File: config.mk
export PLATFORM = sky130hd
export DESIGN_NAME = fifo_pkt_reader
export DESIGN_NICKNAME = d
export VERILOG_FILES = /design/src/rtl/fifo_pkt_reader.sv
export SDC_FILE = /design/constraint.sdc
export NUM_CORES = 1
export LEC_CHECK = 0
export ABC_AREA = 1
export ABC_CLOCK_PERIOD_IN_PS = 3700
export CAP_MARGIN = 30
export CORE_AREA = 3 3 97 80
export DETAILED_ROUTE_END_ITERATION = 6
export DIE_AREA = 0 0 100 83
export PLACE_DENSITY = 0.83
export SYNTH_ARGS = -nofsm -noshare
export SYNTH_HDL_FRONTEND = slang
export SYNTH_SLANG_ARGS = --single-unit
File: constraint.sdc
create_clock -name clk -period 3.7 [get_ports clk]
set_input_delay 0.74 -clock clk [delete_from_list [all_inputs] [get_ports clk]]
set_output_delay 0.74 -clock clk [all_outputs]
set_load 0.05 [all_outputs]
File: src/rtl/fifo_pkt_reader.sv
`default_nettype none
// ============================================================================
//  Module      : fifo_pkt_reader
//  Description : Read-side controller for sync_fifo. Drains length-prefixed
//                packets (header word = payload length N, then N words) and
//                presents the payload on a valid/ready stream with m_last.
//                Headers are consumed internally; zero-length headers raise a
//                one-cycle err pulse.
//  Revision    : 1.0 - initial release
// ============================================================================
module fifo_pkt_reader #(
    parameter int DW = 16,
    parameter int CW = 16
) (
    input  logic          clk,
    input  logic          rstn,
    input  logic          empty,
    input  logic [DW-1:0] dout,
    output logic          rd_en,
    output logic          m_valid,
    input  logic          m_ready,
    output logic [DW-1:0] m_data,
    output logic          m_last,
    output logic          err,
    output logic          busy,
    output logic [CW-1:0] pkt_cnt
);

    typedef enum logic [1:0] {
        HDR_REQ  = 2'd0,
        HDR_WAIT = 2'd1,
        PAY      = 2'd2
    } state_t;

    state_t          r_state;
    state_t          w_state_nxt;
    logic [DW-1:0]   r_rem;
    logic [DW-1:0]   w_rem_nxt;
    logic            r_err;
    logic            w_hdr_zero;

    // Single in-flight slot: a payload read issued last cycle, with its tag
    logic            r_infl;
    logic            r_infl_last;
    logic            w_pay_issue;
    logic            w_last_issue;

    // Two-entry output buffer of {data, last}
    logic [DW-1:0]   r_buf_data [2];
    logic [1:0]      r_buf_last;
    logic            r_rd_ptr;
    logic            r_wr_ptr;
    logic [1:0]      r_count;
    logic [CW-1:0]   r_pkt_cnt;

    logic            w_pop;
    logic [2:0]      w_occ;
    logic            w_credit;

    assign w_pop    = (r_count != 2'd0) && m_ready;
    // pop implies count >= 1, so this never goes negative
    assign w_occ    = {1'b0, r_count} + {2'b00, r_infl} - {2'b00, w_pop};
    assign w_credit = (w_occ < 3'd2);
    assign w_last_issue = (r_rem == DW'(1));

    // Next-state, read issue and length bookkeeping
    always_comb begin
        w_state_nxt = r_state;
        w_rem_nxt   = r_rem;
        rd_en       = 1'b0;
        w_pay_issue = 1'b0;
        w_hdr_zero  = 1'b0;
        case (r_state)
            HDR_REQ: begin
                if (!empty) begin
                    rd_en       = 1'b1;
                    w_state_nxt = HDR_WAIT;
                end
            end
            HDR_WAIT: begin
                if (dout == '0) begin
                    w_hdr_zero  = 1'b1;
                    w_state_nxt = HDR_REQ;
                end else begin
                    w_rem_nxt   = dout;
                    w_state_nxt = PAY;
                end
            end
            PAY: begin
                if (!empty && w_credit) begin
                    rd_en       = 1'b1;
                    w_pay_issue = 1'b1;
                    w_rem_nxt   = r_rem - DW'(1);
                    if (w_last_issue) begin
                        w_state_nxt = HDR_REQ;
                    end
                end
            end
            default: w_state_nxt = HDR_REQ;
        endcase
        // A pop during the reset cycle would lose a word, so hold off
        if (!rstn) begin
            rd_en       = 1'b0;
            w_pay_issue = 1'b0;
        end
    end

    // FSM state, remaining length and registered error pulse
    always_ff @(posedge clk) begin
        if (!rstn) begin
            r_state <= HDR_REQ;
            r_rem   <= '0;
            r_err   <= 1'b0;
        end else begin
            r_state <= w_state_nxt;
            r_rem   <= w_rem_nxt;
            r_err   <= w_hdr_zero;
        end
    end

    // In-flight slot carries the last tag alongside the pending read
    always_ff @(posedge clk) begin
        if (!rstn) begin
            r_infl      <= 1'b0;
            r_infl_last <= 1'b0;
        end else begin
            r_infl      <= w_pay_issue;
            r_infl_last <= w_last_issue;
        end
    end

    // Output buffer: write on returning payload, pop on accepted beat
    always_ff @(posedge clk) begin
        if (!rstn) begin
            r_buf_data[0] <= '0;
            r_buf_data[1] <= '0;
            r_buf_last    <= 2'b00;
            r_rd_ptr      <= 1'b0;
            r_wr_ptr      <= 1'b0;
            r_count       <= 2'd0;
        end else begin
            if (r_infl) begin
                r_buf_data[r_wr_ptr] <= dout;
                r_buf_last[r_wr_ptr] <= r_infl_last;
                r_wr_ptr             <= ~r_wr_ptr;
            end
            if (w_pop) begin
                r_rd_ptr <= ~r_rd_ptr;
            end
            case ({r_infl, w_pop})
                2'b10:   r_count <= r_count + 2'd1;
                2'b01:   r_count <= r_count - 2'd1;
                default: r_count <= r_count;
            endcase
        end
    end

    // Delivered-packet counter, bumped when a last beat is accepted
    always_ff @(posedge clk) begin
        if (!rstn) begin
            r_pkt_cnt <= '0;
        end else if (w_pop && r_buf_last[r_rd_ptr]) begin
            r_pkt_cnt <= r_pkt_cnt + CW'(1);
        end
    end

    assign m_valid = (r_count != 2'd0);
    assign m_data  = r_buf_data[r_rd_ptr];
    assign m_last  = r_buf_last[r_rd_ptr];
    assign err     = r_err;
    assign pkt_cnt = r_pkt_cnt;
    assign busy    = (r_state == HDR_WAIT) || (r_state == PAY) || (r_count != 2'd0);

endmodule
`default_nettype wire

* Word level (Yosys, flattened, before mapping) *
Memory sizes are Yosys's and may differ from the RTL's. A register that Yosys moved wholly into a read port is not among the register bits.
Index checks and enable logic that the tools add are counted.
W data, S select, Z words.

storage, ports and cells
  bits in registers = 43
  memory bits (writable) = 32
  input bits = 20
  output and inout bits = 37
  memories = 1

cells by class
  add/sub/neg operators = 6
  magnitude comparators = 4
  equality and inequality tests = 9
  multiplexer cells = 28
  bitwise logic cells = 2
  reduce and logical (&&, ||, !) cells = 17

memories
  memory      depth  width  read ports  clocked after Yosys merged registers in  write ports  line  source
  r_buf_data  2      16     1           1                                        2            49    logic [DW-1:0] r_buf_data [2];

operators with widths
  kind                     number
  $mux W16                 3
  $pmux W16 S2             1
  $add A16 B1 Y16 const B  1
  $eq A16 B1 Y1 const B    1
  $logic_not A16 Y1        1
  $reduce_or A16 Y1        1
  $sub A16 B1 Y16 const B  1
  $mux W1                  15
  $mux W2                  4
  $ne A2 B2 Y1 const B     4
  $pmux W2 S3              1
  $reduce_and A3 Y1        2
  $reduce_bool A2 Y1       3
  $eq A2 B1 Y1 const B     2
  $eq A2 B2 Y1 const B     2
  $logic_and A1 B1 Y1      4
  $lt A1 B2 Y1 const B     2
  $pmux W2 S2              1
  $reduce_and A2 Y1        2
  $add A2 B1 Y3            1
  $lt A3 B2 Y1 const B     1
  $sub A3 B1 Y3            1
  $add A2 B1 Y2 const B    1
  $bwmux W2                1
  8 further kinds          10

* Logic depth before layout (Yosys ltp) *
Gate-level depths: netlist of the first run.

  depth in word-level cells = 8
  depth in mapped cells = 18
  depth with buffers taken out = 17

* Least setup slack after synthesis of the first run *
OpenSTA, ideal clock, no wires.

  path type = input-to-output
  from = input m_ready
  to = output rd_en
  arrival time = 2665 ps
  slack = 295 ps
  cell stages on the path = 10
  buffers on the path = 0
  path through = nand2_2 > clkinv_2 > nand2_1 > o21ai_0 > nand2_1 > fa_1 > inv_1 > nor2_1 > nand4_1 > a21oi_1

between the ends
  word-level cells in the longest chain between the ends = 7

ends and longest elaborated chain
  item                 line  source
  from (decl)          21    input logic m_ready,
  $logic_and A1 B1 Y1  60    assign w_pop = (r_count != 2'd0) && m_ready;
  $sub A3 B1 Y3        62    assign w_occ = {1'b0, r_count} + {2'b00, r_infl} - {2'b00, w_pop};
  $lt A3 B2 Y1         63    assign w_credit = (w_occ < 3'd2);
  $logic_and A1 B1 Y1  90    if (!empty && w_credit) begin
  $mux W1              90
  $pmux W1 S2          73    case (r_state)
  $mux W1              102   if (!rstn) begin
  to (decl)            19    output logic rd_en,

No other way between the ends.

* Worst setup path after layout of the first run *
  from = register r_count[1]
  to = output rd_en

between the ends
  word-level cells in the longest chain between the ends = 8
  elaborated cells between the ends (all ways) = 9

ends and longest elaborated chain
  item                                                   line  source
  from (decl)                                            53    logic [1:0] r_count;
  from (signal assigned)                                 151   2'b10: r_count <= r_count + 2'd1;
  from (signal assigned)                                 152   2'b01: r_count <= r_count - 2'd1;
  from (signal assigned)                                 153   default: r_count <= r_count;
  branches (longest 2 deep; another with $add A2 B1 Y3)  n/a
  $sub A3 B1 Y3 *                                        62
  $lt A3 B2 Y1 *                                         63
  $logic_and A1 B1 Y1 *                                  90
  $mux W1 *                                              90
  $pmux W1 S2 *                                          73
  $mux W1 *                                              102

Every way passes the cells marked *.

==> results of run 1 <==
where the power goes:
group	total, W	internal [W]	switching, W
Combinational	0.00120	0.000398	0.000804
Sequential	0.00107	0.000978	0.0000938
Clock	0.000628	0.000312	0.000317
through the flow:
step | power (W) | hold slack (ns) | cells
2_1_floorplan | 0.001985 | 0.4458 | 525
3_3_place_gp | 0.002215 | 0.4551 | 659
3_5_place_dp | 0.002262 | 0.4736 | 659
4_1_cts | 0.002884 | 0.4790 | 675
5_1_grt | 0.003077 | 0.5102 | 676
6_report | 0.002903 | 0.4853 | 676
cells in the mapped netlist (4+ instances only):
cell / count / area [sq um]
nor2_1: 107 / 401.6
nand2_1: 103 / 386.6
inv_1: 60 / 225.2
dfxtp_1: 44 / 880.8
nand3_1: 35 / 175.2
edfxtp_1: 32 / 960.9
o21ai_0: 30 / 150.1
a21oi_1: 24 / 120.1
mux2_2: 16 / 180.2
clkbuf_1: 8 / 30.03
nor3_1: 7 / 35.03
ha_1: 6 / 75.07
nor2_2: 5 / 31.28
a21oi_2: 4 / 35.03
buf_2: 4 / 20.02
xor2_1: 4 / 35.03
tightest hold or removal path, cell delays in order (launching register included):
cell	delay, ns
dfxtp_1	0.32
inv_1	0.07
a21oi_1	0.06
layout make-up:
type	count	share of cell area [%]
Clock buffer	10	2.613
Clock inverter	6	1.307
Inverter	65	5.022
Multi-Input combinational cell	368	38.15
Sequential cell	76	37.71
Tap cell	87	2.229
Timing Repair Buffer	64	12.96
worst max-delay path by stage:
stage,start,to,slack (ns),depth (start not counted)
after floorplan,m_ready,rd_en,0.29,10
after global placement,m_ready,rd_en,0.07,12
after detailed placement,m_ready,rd_en,0.01,12
after CTS,m_ready,rd_en,0.005,12
after global routing,r_count[1]$_SDFFE_PN0P_,rd_en,0.09,13
final,r_count[1]$_SDFFE_PN0P_,rd_en,0.33,13
sequential cells by signal, summed over array words and instances (netlist names), named ones only:
register,cells
r_buf_data,32
err,1
r_infl,1
r_infl_last,1
r_count,2
pkt_cnt,16
r_rd_ptr,1
r_rem,16
r_buf_last,2
r_state,2
r_wr_ptr,1
per-layer routing:
layer  part of all wire [%]  track usage [%]  vias to the layer above
met5                      0                0                        -
met4                    1.2            5.875                        0
met3                    7.6            5.122                       13
met2                     48            39.25                      158
met1                     43            32.76                     1699
li1                       -                -                     1804
repair_timing:
item / CTS / global route
resized for setup: 0 / 3
endpoints found under the setup margin: 0 / 1
setup buffers: 0 / 1
placed cells by master, fill, tap and decap left out, types with 2 or more instances in the layout:
cell | Yosys | routed
clkdlybuf4s50_1 | 0 | 54
o21ai_1 | 2 | 2
xor2_1 | 4 | 4
nand2_1 | 103 | 103
o21bai_1 | 2 | 2
clkinvlp_4 | 0 | 2
edfxtp_1 | 32 | 32
inv_1 | 60 | 60
buf_4 | 1 | 8
nand4_1 | 2 | 2
nor3_1 | 7 | 7
o21ai_0 | 30 | 30
a21oi_2 | 4 | 5
inv_2 | 3 | 3
nor2_1 | 107 | 106
nand3_1 | 35 | 35
a21oi_1 | 24 | 23
nand2_2 | 3 | 3
nor2_2 | 5 | 6
clkinv_2 | 1 | 3
dfxtp_1 | 44 | 44
clkbuf_8 | 0 | 9
nand2_4 | 2 | 2
mux2_2 | 16 | 16
nor2_4 | 3 | 3
ha_1 | 6 | 6
cell families (layout without fill, tap and decap cells):
kind of cell	count (synthesis)	count (layout)	share of synthesized area, %
AND/OR/NAND/NOR	273	273	28.99
buffers and inverters	81	145	8.341
flip-flops	76	76	45.64
AO/OA/AOI/OAI	67	67	9.116
multiplexers	16	16	4.465
adder cells (fa/ha/maj)	7	7	2.357
XOR/XNOR	5	5	1.085
==> impl_metrics.yaml, run 1 <==
timing:
  timing.final.crit_period_ns: 3.367
  period_share_pct: 91.00
  setup_slack_ns: 0.3328
  setup_viol: 0
  rsz0062_at_grt: "false"
  finalSetupTns_ns: 0
  max_freq_ghz: 0.2970
  hold_violations: 0
  finClkSkew_ns: 0.01569
  max-slew-margin-rel_pct: 49.97
  slew_viol_final: 0
  tightest_slew_ns: 0.7487
run:
  cap_violations: 0
logic_synthesis:
  synth_warnings: 0
  synth_ff_type: "dfxtp_1"
  ys_seq_area_share_pct: 45.64
  synth.cell_area_sq_um: 4035
  ys_seq_elements: 76
  ys_types: 40
  synthCells: 525
  synth-edff-count: 32
  synthArstFlopShare_pct: 0
  syn_nets: 552
  avgSynthCellArea_sq_um: 7.686
cts:
  hold_buffers: 0
  clock-sinks: 76
  clkLatencyLatePin_ns: 0.36
  h-tree-depth: 3
  clockBufferDepth: 2
  path_clk_slew_ns: 0.08
  numCtsBuffers: 9
  cts_root_buf: "clkbuf_8"
  tritoncts: "yes"
critical_path:
  timing.rr.start: "r_count[1]$_SDFFE_PN0P_"
  path_class: "reg -> out"
  critPathTopFamily: "simple AND/OR/NAND/NOR gates"
  reg2reg_to: "r_rem[1]$_SDFFE_PN0P_"
  crit_path_max_fanout: 5
  ff2ff_path_depth: 16
  crit_buf_inv: 4
  cp.arrival_ns: 2.63
  max_stage_delay_ns: 0.50
  cp.required_ns: 2.96
  crit_path_cell_trace: "inv_2 > nand2_4 > nand2_2 > clkinv_2 > nand2_1 > o21ai_0 > nand2_1 > fa_1 > inv_1 > nor2_2 > nand4_1 > a21oi_2 > buf_12"
  endpoint_kind: "output port"
  path_common_cell: "nand2_1"
  crit_path_start_kind: "flip-flop"
  regToRegSetupSlack_ns: 0.92
  slowest_stage: "fa_1"
die:
  dieArea_sq_um: 8300
  ios: 57
  design.core.area_sq_um: 6858
  chipWidth_microns: 100
  die_h_microns: 83
  num_rows: 27
  start_util_pct: 58.84
placement:
  place_congestion: 0.8864
  dp_hpwl_mm: 7.141
  portBuffers: 56
  placed_cell_area_sq_um: 4676
  preCtsSetupSlack_ns: 0.009629
finish:
  drive_above_1_share_pct: 11.54
  num-nets-final: 611
  final_core_util_pct: 71.21
  num_antenna_cells: 0
  fin_area_sq_um: 4883
  fillers: 551
  area_growth_pct: 21.02
  seqCellArea_sq_um: 1842
  multi_input_area_sq_um: 1863
routing:
  first_iter_violations: 296
  route.detailed.drc: 0
  vias: 3674
  firstDrtPassIters: 5
  routed_wl_mm: 9.867
  post_drt_wl_per_cell_microns: 14.60
  avgViaCountPerCell: 5.435
  postRouteAntennaNets: 0
hold_path:
  min-delay-start: "r_wr_ptr$_SDFFE_PN0P_"
  holdPathStages: 2
  worstHoldPathType: "reg -> reg"
  min_to: "r_wr_ptr$_SDFFE_PN0P_"
global_routing:
  track_usage_pct: 24.06
  antenna_found_initial: 0
  overflow: 0
  grt_pass1_wl_mm: 16.06
  grt_max_degree: 30
  grt_pass1_vias: 3440
power:
  powerDensity_nw_per_um2: 594.4
  ir_worst_vdd_uv: 470.8
  power.leakage_nw: 2.036
run_status:
  status: "finished clean"
(Power assumes the default switching activity.)
==> inputs of run 2 (changes only) <==
--- a/config.mk
+++ b/config.mk
@@ -9,9 +9,11 @@
 export ABC_CLOCK_PERIOD_IN_PS = 3700
 export CAP_MARGIN = 30
 export CORE_AREA = 3 3 97 80
+export CTS_CLUSTER_SIZE = 30
 export DETAILED_ROUTE_END_ITERATION = 6
 export DIE_AREA = 0 0 100 83
-export PLACE_DENSITY = 0.83
+export HOLD_SLACK_MARGIN = 0.1
+export PLACE_DENSITY = 0.84
 export SYNTH_ARGS = -nofsm -noshare
 export SYNTH_HDL_FRONTEND = slang
 export SYNTH_SLANG_ARGS = --single-unit
==> impl_metrics.yaml, run 2 (same netlist as run 1, synthesis figures left out) <==
timing:
  max_freq_ghz: 0.2950
  hold_violations: 0
  tightest_slew_ns: 0.7471
  rsz0062_at_grt: "false"
  setup_viol: 0
  timing.final.crit_period_ns: 3.389
  max-slew-margin-rel_pct: 50.07
  period_share_pct: 91.60
  slew_viol_final: 0
  finalSetupTns_ns: 0
  finClkSkew_ns: 0.01127
placement:
  placedCellCount: 659
  portBuffers: 56
  place_congestion: 0.9082
  placed_cell_area_sq_um: 4676
  dp_hpwl_mm: 7.117
die:
  die_h_microns: 83
  chipWidth_microns: 100
  start_util_pct: 58.84
  design.core.area_sq_um: 6858
  num_rows: 27
  dieArea_sq_um: 8300
  ios: 57
critical_path:
  cp.required_ns: 2.96
  critPathTopFamily: "simple AND/OR/NAND/NOR gates"
  max_stage_delay_ns: 0.51
  endpoint_kind: "output port"
  crit_path_start_kind: "flip-flop"
  slowest_stage: "fa_1"
  cp.arrival_ns: 2.65
  path_class: "reg -> out"
  crit_path_max_fanout: 5
  crit_buf_inv: 4
  path_common_cell: "nand2_1"
  crit_path_cell_trace: "inv_2 > nand2_4 > nand2_2 > clkinv_2 > nand2_1 > o21ai_0 > nand2_1 > fa_1 > inv_1 > nor2_2 > nand4_1 > a21oi_2 > buf_12"
  regToRegSetupSlack_ns: 0.84
finish:
  drive_above_1_share_pct: 11.54
  area_growth_pct: 22.23
  num_antenna_cells: 0
  final_common_cell: "nor2_1"
  final_cell_mix: "nor2_1, nand2_1, inv_1"
  largest_register: "r_buf_data"
  fin_area_sq_um: 4932
  final_core_util_pct: 71.92
  num-nets-final: 611
  fin_cells: 676
  largest_reg_flops: 32
cts:
  clkLatencyLatePin_ns: 0.36
  cts_root_buf: "clkbuf_8"
  clockBufferDepth: 2
  path_clk_slew_ns: 0.08
  hold_buffers: 0
  clock-sinks: 76
  h-tree-depth: 3
  numCtsBuffers: 9
  tritoncts: "yes"
routing:
  post_drt_wl_per_cell_microns: 14.95
  postRouteAntennaNets: 0
  firstDrtPassIters: 5
  first_iter_violations: 394
  routed_wl_mm: 10.10
  avgViaCountPerCell: 5.425
  vias: 3667
  route.detailed.drc: 0
power:
  powerDensity_nw_per_um2: 618.2
  power.leakage_nw: 2.064
  ir_worst_vdd_uv: 385.2
hold_path:
  worstHoldPathType: "reg -> reg"
global_routing:
  antenna_found_initial: 0
  track_usage_pct: 25.27
  grt_pass1_vias: 3553
  overflow: 0
  grt_pass1_wl_mm: 16.79
  grt_max_degree: 29
run:
  cap_violations: 0
run_status:
  status: "finished clean"
==> run 2: changes by cell type in the layout (fill, tap and decap cells not counted), sizes merged <==
| cell | before | now |
|---|---|---|
| bufinv | 1 | 3 |
| clkinvlp | 2 | 0 |
==> run 2: power breakdown <==
part | internal (W) | leakage [nW] | total [W] | switching (W)
Clock | 0.000451 | 0.121 | 0.000770 | 0.000319
Sequential | 0.000978 | 0.689 | 0.00107 | 0.0000915
Combinational | 0.000396 | 1.25 | 0.00121 | 0.000814
Total | 0.00183 | 2.06 | 0.00305 | 0.00122
==> run 2: worst register-to-register path, stage by stage (launching register included) <==
cell,delay (ns)
dfxtp_1,0.46
inv_2,0.09
nand2_4,0.08
nand2_2,0.08
clkinv_2,0.07
nand2_1,0.05
o21ai_0,0.12
nand2_1,0.14
fa_1,0.51
inv_1,0.05
nor2_2,0.12
nand3_2,0.12
a21oi_2,0.17
nand2_2,0.20
buf_4,0.25
nor2_2,0.09
nand2_1,0.07
a21oi_2,0.11
==> run 2: per-layer routing <==
layer,GRT usage (%),wire [microns],vias to the layer above
met4,5.630,137,0
met1,32.86,4214,1699
met2,43.49,4879,151
li1,-,-,1805
met5,0,0,-
met3,5.038,871,12
==> run 2: per-stage QoR <==
stage	setup WS, ns	hold WS, ns	total power (W)
floorplan	0.2946	0.4458	0.001985
global placement	0.07856	0.4570	0.002216
detailed placement	-0.03749	0.4678	0.002264
CTS	0.0001388	0.4827	0.003041
global route	0.1444	0.5192	0.003248
finish	0.3107	0.4805	0.003049
==> run 2: final timing paths <==
check / startpoint / to / cells after the start
hold reg to reg: r_infl_last$_SDFF_PN0_ / r_buf_last[0]$_SDFFE_PN0P_ / 2
setup / recovery: r_count[1]$_SDFFE_PN0P_ / rd_en / 13
setup reg to reg: r_count[1]$_SDFFE_PN0P_ / r_rem[15]$_SDFFE_PN0P_ / 17
hold / removal: r_infl_last$_SDFF_PN0_ / r_buf_last[0]$_SDFFE_PN0P_ / 2
==> run 2: final cells by class <==
cell class,instances,area [sq um]
clock buffers,10,127.6
clock inverters,6,112.6
fillers,523,1926
inverters,65,245.2
multi-input cells,368,1863
flip-flops and latches,76,1842
well taps,87,108.9
repair buffers,64,633.1
==> run 2: what timing repair did <==
item / CTS / global route
pin swaps: 3 / 2
gates resized for setup: 2 / 1
endpoints found under the setup margin: 1 / 1
buffers inserted: 0 / 1
